[config.mk]
export PLATFORM = sky130hd
export DESIGN_NAME = regfile_writeback
export DESIGN_NICKNAME = d
export VERILOG_FILES = /design/src/rtl/regfile_writeback.sv
export SDC_FILE = /design/constraint.sdc
export NUM_CORES = 1
export LEC_CHECK = 0
export CORE_MARGIN = 2
export CORE_UTILIZATION = 49
export DETAILED_ROUTE_END_ITERATION = 16
export GPL_TIMING_DRIVEN = 0
export PLACE_DENSITY = 0.75
export SLEW_MARGIN = 20
export SYNTH_ARGS = -nofsm -noshare
export SYNTH_HDL_FRONTEND = slang
export SYNTH_SLANG_ARGS = --single-unit
[constraint.sdc]
create_clock -name clk -period 1.9 [get_ports clk]
set_input_delay 0.475 -clock clk [delete_from_list [all_inputs] [get_ports clk]]
set_output_delay 0.475 -clock clk [all_outputs]
set_load 0.05 [all_outputs]
[src/rtl/regfile_writeback.sv]
// regfile_writeback: merges ALU results and a 2-entry load queue onto the register file
// write port, zero-sweeping every register after reset and flagging pending loads.
module regfile_writeback #(
  parameter int BUS_WIDTH = 8,
  parameter int DEPTH = 3,
  localparam int AW = (DEPTH > 1) ? $clog2(DEPTH) : 1
) (
  input  logic                 clk,
  input  logic                 rst,
  input  logic                 alu_valid,
  input  logic [AW-1:0]        alu_addr,
  input  logic [BUS_WIDTH-1:0] alu_data,
  input  logic                 ld_valid,
  output logic                 ld_ready,
  input  logic [AW-1:0]        ld_addr,
  input  logic [BUS_WIDTH-1:0] ld_data,
  output logic                 rf_we,
  output logic [AW-1:0]        rf_wr_addr,
  output logic [BUS_WIDTH-1:0] rf_wr_data,
  output logic [DEPTH-1:0]     pending,
  output logic                 init_done
);
  typedef enum logic {INIT, RUN} state_t;
  state_t state_q, state_d;
  logic [AW-1:0] cnt_q, cnt_d;
  logic [1:0] vld_q, vld_d, live_q, live_d;
  logic [AW-1:0] ent_addr_q [2];
  logic [AW-1:0] ent_addr_d [2];
  logic [BUS_WIDTH-1:0] ent_data_q [2];
  logic [BUS_WIDTH-1:0] ent_data_d [2];
  logic rd_q, rd_d, wr_q, wr_d;
  logic we_q, we_d;
  logic [AW-1:0] waddr_q, waddr_d;
  logic [BUS_WIDTH-1:0] wdata_q, wdata_d;
  logic run, push;
  always_ff @(posedge clk) begin
    if (rst) begin
      state_q <= INIT;
      cnt_q <= '0;
      vld_q <= '0;
      live_q <= '0;
      rd_q <= 1'b0;
      wr_q <= 1'b0;
      we_q <= 1'b0;
      waddr_q <= '0;
      wdata_q <= '0;
    end else begin
      state_q <= state_d;
      cnt_q <= cnt_d;
      vld_q <= vld_d;
      live_q <= live_d;
      rd_q <= rd_d;
      wr_q <= wr_d;
      we_q <= we_d;
      waddr_q <= waddr_d;
      wdata_q <= wdata_d;
    end
  end
  always_ff @(posedge clk) begin
    ent_addr_q <= ent_addr_d;
    ent_data_q <= ent_data_d;
  end
  always_comb begin
    state_d = (state_q == INIT && cnt_q == AW'(DEPTH - 1)) ? RUN : state_q;
  end
  always_comb begin
    run = (state_q == RUN);
    ld_ready = run && !(&vld_q);
    init_done = run;
    rf_we = we_q;
    rf_wr_addr = waddr_q;
    rf_wr_data = wdata_q;
    pending = '0;
    for (int r = 0; r < DEPTH; r++)
      for (int i = 0; i < 2; i++)
        pending[r] = pending[r] | (vld_q[i] & live_q[i] & (ent_addr_q[i] == AW'(r)));
  end
  // ALU has priority; a younger ALU write kills older queued loads to the same register.
  always_comb begin
    cnt_d = cnt_q;
    vld_d = vld_q;
    live_d = live_q;
    ent_addr_d = ent_addr_q;
    ent_data_d = ent_data_q;
    rd_d = rd_q;
    wr_d = wr_q;
    we_d = 1'b0;
    waddr_d = waddr_q;
    wdata_d = wdata_q;
    push = ld_valid && ld_ready;
    if (!run) begin
      we_d = 1'b1;
      waddr_d = cnt_q;
      wdata_d = '0;
      cnt_d = cnt_q + 1'b1;
    end else if (alu_valid) begin
      we_d = 1'b1;
      waddr_d = alu_addr;
      wdata_d = alu_data;
      for (int i = 0; i < 2; i++)
        if (vld_q[i] && ent_addr_q[i] == alu_addr) live_d[i] = 1'b0;
    end else if (vld_q[rd_q]) begin
      we_d = live_q[rd_q];
      waddr_d = live_q[rd_q] ? ent_addr_q[rd_q] : waddr_q;
      wdata_d = live_q[rd_q] ? ent_data_q[rd_q] : wdata_q;
      vld_d[rd_q] = 1'b0;
      rd_d = ~rd_q;
    end
    if (push) begin
      vld_d[wr_q] = 1'b1;
      live_d[wr_q] = !(alu_valid && alu_addr == ld_addr);
      ent_addr_d[wr_q] = ld_addr;
      ent_data_d[wr_q] = ld_data;
      wr_d = ~wr_q;
    end
  end
endmodule
Word level (Yosys, flattened, before mapping)
Index checks and enable logic that the tools add are counted.

word-level totals
  register bits after elaboration = 40
  output and inout port bits = 16
  logic and storage cells = 111

operators by class
  add/subtract/negate cells = 1
  reduce and logical (&&, ||, !) cells = 20
  equality and inequality tests = 10
  bitwise logic cells = 20
  mux-type cells = 40
  $lt $le $gt $ge = 7

operators by type and width
  kind                 count
  $mux 8               7
  $mux 2               15
  $bwmux 16            1
  $mux 1               11
  $logic_and 1x1->1    9
  $and 1x1->1          8
  $demux 8 s1          1
  $eq 2x2->1           3
  $eq 2x2->1 const B   3
  $ne 3x2->1 const B   2
  $reduce_and 2->1     3
  $bwmux 4             1
  $eq 2x1->1 const B   2
  $ge 2x2->1 const B   2
  $logic_not 2->1      2
  $lt 1x2->1 const B   2
  $not 1->1            4
  $not 1->2            2
  $reduce_bool 2->1    2
  $or 1x1->1           3
  $reduce_and 3->1     1
  $add 2x1->2 const B  1
  $and 2x2->2          1
  $bwmux 2             1
  other kinds (8)      11

Longest topological paths before layout
  word-level depth = 11
  depth in mapped cells = 6

Worst setup path before layout
No wires, ideal clock.

  path type = register to register
  start point = reg state_q (netlist: init_done)
  end point = reg ent_addr_q[2] (netlist name), enable pin
  path slack = -0.360 ns
  arrival time = 1.926 ns
  cell stages (with the launch flop) = 5
  cells stage by stage = dfxtp_1 a21boi_2 nand2_1 or2_1 inv_1

on the way
  longest elaborated chain between the ends = 2

RTL lines
  what                      RTL line  RTL
  start: declaration        24        state_t state_q, state_d;
  start signal: assignment  48        state_q <= state_d;
  $logic_and 1x1->1         68        ld_ready = run && !(&vld_q);
  net ld_ready              14        output logic ld_ready,
  $logic_and 1x1->1         90        push = ld_valid && ld_ready;
  end signal: assignment    60        ent_addr_q <= ent_addr_d;
  end: declaration          27        logic [AW-1:0] ent_addr_q [2];

The timed path passes the listed nets, and every way through them passes these cells.
A chain may end at the register's enable or synchronous reset.

Worst setup path after layout
  start point = reg vld_q[0]
  end point = out pending[1]

on the way
  longest elaborated chain between the ends = 3

RTL lines
  what                      RTL line  RTL
  start: declaration        26        logic [1:0] vld_q, vld_d, live_q, live_d;
  start signal: assignment  50        vld_q <= vld_d;
  $and 1x1->1 (2 in a row)  76        pending[r] = pending[r] | (vld_q[i] & live_q[i] & (ent_addr_q[i] == AW'(r)));
  $or 1x1->1                76
  end: declaration          20        output logic [DEPTH-1:0] pending,

No other way between the ends.

==> impl_metrics.py <==
metrics = {
    "worst_hold_path": {
        "min_path_cells": 2,
        "hold_path.startpoint": "rf_wr_addr[1]",
        "min_path_type": "reg -> reg",
        "min_to": "rf_wr_addr[1]",
    },
    "timing": {
        "finalSetupViolCount": 0,
        "timing.setup.tns_ps": 0,
        "finalCritPeriodShare_pct": 97.2,
        "max_freq_ghz": 0.541,
        "worst_hold_slack_ps": 468,
        "tightest_slew_ps": 499,
        "slew_violations": 0,
        "slew_headroom_pct": 66.9,
        "hold_violations": 0,
        "fin_crit_ps": 1850,
        "final.setup_skew_ps": 11.3,
    },
    "global_routing": {
        "grt_usage_pct": 19.5,
        "grt_remaining_overflow": 0,
        "grt_pass1_wl_microns": 5930,
        "antenna_found_initial": 0,
        "grt_max_degree": 14,
        "grt_pass1_vias": 1306,
    },
    "synthesis": {
        "synth_top_cell_by_area": "edfxtp_1",
        "synthesis.area_per_instance_sq_um": 11.2,
        "synth_top_area_share_pct": 33.6,
        "yosysSeqAreaShare_pct": 56.1,
        "netlist_top_cells_area": "edfxtp_1 34%, dfxtp_1 22%, mux2i_1 9.0%, nor2_1 3.8%, nand2_1 3.4%",
        "synth_cell_types": 37,
        "syn-cell-area_sq_mm": 0.00179,
        "synth_edf_count": 20,
        "ys_ff_latch": 40,
        "synth-main-ff-cell": "edfxtp_1",
        "synthesis.nets": 185,
        "yosys_warnings": 0,
        "async_flop_share_pct": 0,
        "postSynthCellCount": 160,
    },
    "floorplanning": {
        "die_y_microns": 64.4,
        "core_sq_mm": 0.00342,
        "rows": 21,
        "die_area_sq_mm": 0.00414,
        "io_pins": 40,
        "fp.dieW_microns": 64.4,
        "start_util_pct": 52.3,
    },
    "power": {
        "p_leak_nw": 0.924,
        "power_w": 0.00222,
        "ir_worst_vdd_uv": 548,
        "power.density_mw_per_mm2": 939,
    },
    "worst_setup_path": {
        "ff2ff_path_depth": 4,
        "path_max_fanout": 5,
        "cp-end-kind": "primary output",
        "startpoint_type": "register",
        "rrSetupSlack_ps": 270,
        "r2r_start": "init_done",
        "worstSetupPathType": "reg -> out",
        "cp.required_ps": 1420,
        "r2r-end": "ent_data_q[13]",
        "worstPathArrival_ps": 1370,
    },
    "drt": {
        "drtIter0Drc": 81,
        "ant_nets": 0,
        "drt-total-wl_microns": 3780,
        "num_vias": 1356,
        "firstDrtPassIters": 4,
        "wire_per_inst_microns": 14.8,
        "route.detailed.drc": 0,
        "via_per_inst": 5.30,
    },
    "placed_design": {
        "dp_cells": 244,
        "io_buffer_count": 38,
        "routabilityCongestion": 0.865,
        "dp.final_hpwl_microns": 2740,
    },
    "clock_tree": {
        "cts.clk_slew.worst_paths_ps": 130,
        "clock-sinks": 40,
        "cts_hold_buf": 0,
        "cts_buffer_depth": 2,
        "htreeDepth": 2,
        "cts_made_buffers": 5,
        "insertion_delay_ps": 350,
        "root_buffer": "clkbuf_4",
        "cts_tree": "yes",
    },
    "layout": {
        "drive_gt1_share_pct": 16.7,
        "fin_cells": 256,
        "utilization_pct": 69.3,
        "diodes": 0,
        "area_delta_synth_final_pct": 32.7,
        "nets": 234,
    },
    "flow_run": {
        "cap_violations": 0,
    },
    "run_status": {
        "status": "completed",
    },
}
==> report_power, final <==
part           total (W)  switching, W  leakage [nW]  internal, W
Sequential       0.00107     0.0000629         0.345      0.00100
Combinational   0.000605      0.000368         0.541     0.000237
Clock           0.000554      0.000281        0.0374     0.000273
==> layer usage <==
metal	share of wire, %	up-vias	track usage [%]
met5	0	-	0
met4	2.3	0	7.18
met3	5.4	7	5.81
met2	49	39	31.5
met1	43	646	24.7
li1	-	664	-
==> what timing repair did <==
item / CTS / global route
hold endpoints to repair: 0 / 0
setup buffers: 0 / 4
pin swaps: 0 / 1
gates resized for setup: 36 / 9
setup endpoints to repair: 16 / 3
==> how the worst max path moves through the flow <==
stage          cells past startpoint           from             to  slack (ps)
2_1_floorplan                      4      init_done  ent_addr_q[2]           5
3_3_place_gp                       4       vld_q[0]     pending[2]        -270
3_5_place_dp                       4       vld_q[0]     pending[2]        -290
4_1_cts                            4       vld_q[0]     pending[2]          20
5_1_grt                            4  ent_addr_q[1]     pending[1]         -30
6_report                           3       vld_q[0]     pending[1]          50
==> flip-flops by register name, indices dropped and copies added (netlist names) <==
| name | count |
|---|---|
| ent_data_q | 16 |
| rf_wr_data | 8 |
| ent_addr_q | 4 |
| cnt_q | 2 |
| live_q | 2 |
| rf_wr_addr | 2 |
| vld_q | 2 |
| init_done | 1 |
| rd_q | 1 |
| rf_we | 1 |
| wr_q | 1 |
==> cells in the final DEF, fill, tap and decap left out, types with 4 or more instances in the layout <==
| master | netlist | routed |
|---|---|---|
| clkbuf_4 | 0 | 5 |
| clkbuf_8 | 4 | 4 |
| clkdlybuf4s50_1 | 0 | 22 |
| nand3_1 | 4 | 4 |
| nor2_1 | 18 | 16 |
| edfxtp_1 | 20 | 20 |
| inv_1 | 10 | 10 |
| dlygate4sd2_1 | 0 | 12 |
| nand2_1 | 16 | 14 |
| mux2i_1 | 16 | 16 |
| dfxtp_1 | 20 | 17 |
| xor2_1 | 5 | 5 |
| buf_6 | 1 | 4 |
| o21ai_0 | 8 | 8 |
| buf_4 | 2 | 6 |
| a21oi_1 | 5 | 5 |
==> cells by family (layout without fill, tap and decap cells) <==
logic type               count (synthesis)  after routing  share of synthesized area [%]
AO/OA/AOI/OAI                           29             29                           11.1
XOR/XNOR                                 7              7                           3.43
adder cells (fa/ha/maj)                  1              1                          0.701
buffers and inverters                   19             69                           7.08
flip-flops                              40             40                           56.1
multiplexers                            18             18                           10.2
AND/OR/NAND/NOR                         46             46                           11.4
==> metrics by stage <==
step / instance area [sq um] / setup slack [ps]
floorplan: 1800 / 5.42
global placement: 2240 / -271
detailed placement: 2240 / -291
CTS: 2300 / 16.1
global route: 2370 / -27.4
finish: 2370 / 52.3
==> Yosys cell counts (2+ instances only) <==
master / number
a21oi_1: 5
a22o_1: 2
a311oi_1: 2
a31oi_1: 2
buf_4: 2
clkbuf_8: 4
dfxtp_1: 20
edfxtp_1: 20
inv_1: 10
mux2_2: 2
mux2i_1: 16
nand2_1: 16
nand3_1: 4
nor2_1: 18
nor3_1: 2
nor3b_1: 2
o21ai_0: 8
xnor2_1: 2
xor2_1: 5
==> final cells by class <==
| class | count | area, sq um |
|---|---|---|
| clock inverters | 3 | 42.5 |
| repair buffers | 42 | 400 |
| clock buffers | 5 | 37.5 |
| multi-input cells | 101 | 694 |
| flip-flops and latches | 40 | 1010 |
| fillers | 246 | 1050 |
| plain buffers | 9 | 88.8 |
| well taps | 46 | 57.6 |
| inverters | 10 | 37.5 |
==> critical path: stages, from the launching register on <==
cell     delay, ps
dfxtp_4        410
nand2_2        120
o32ai_4        300
buf_6          190
Note: power is estimated with default switching activity, not from simulation.
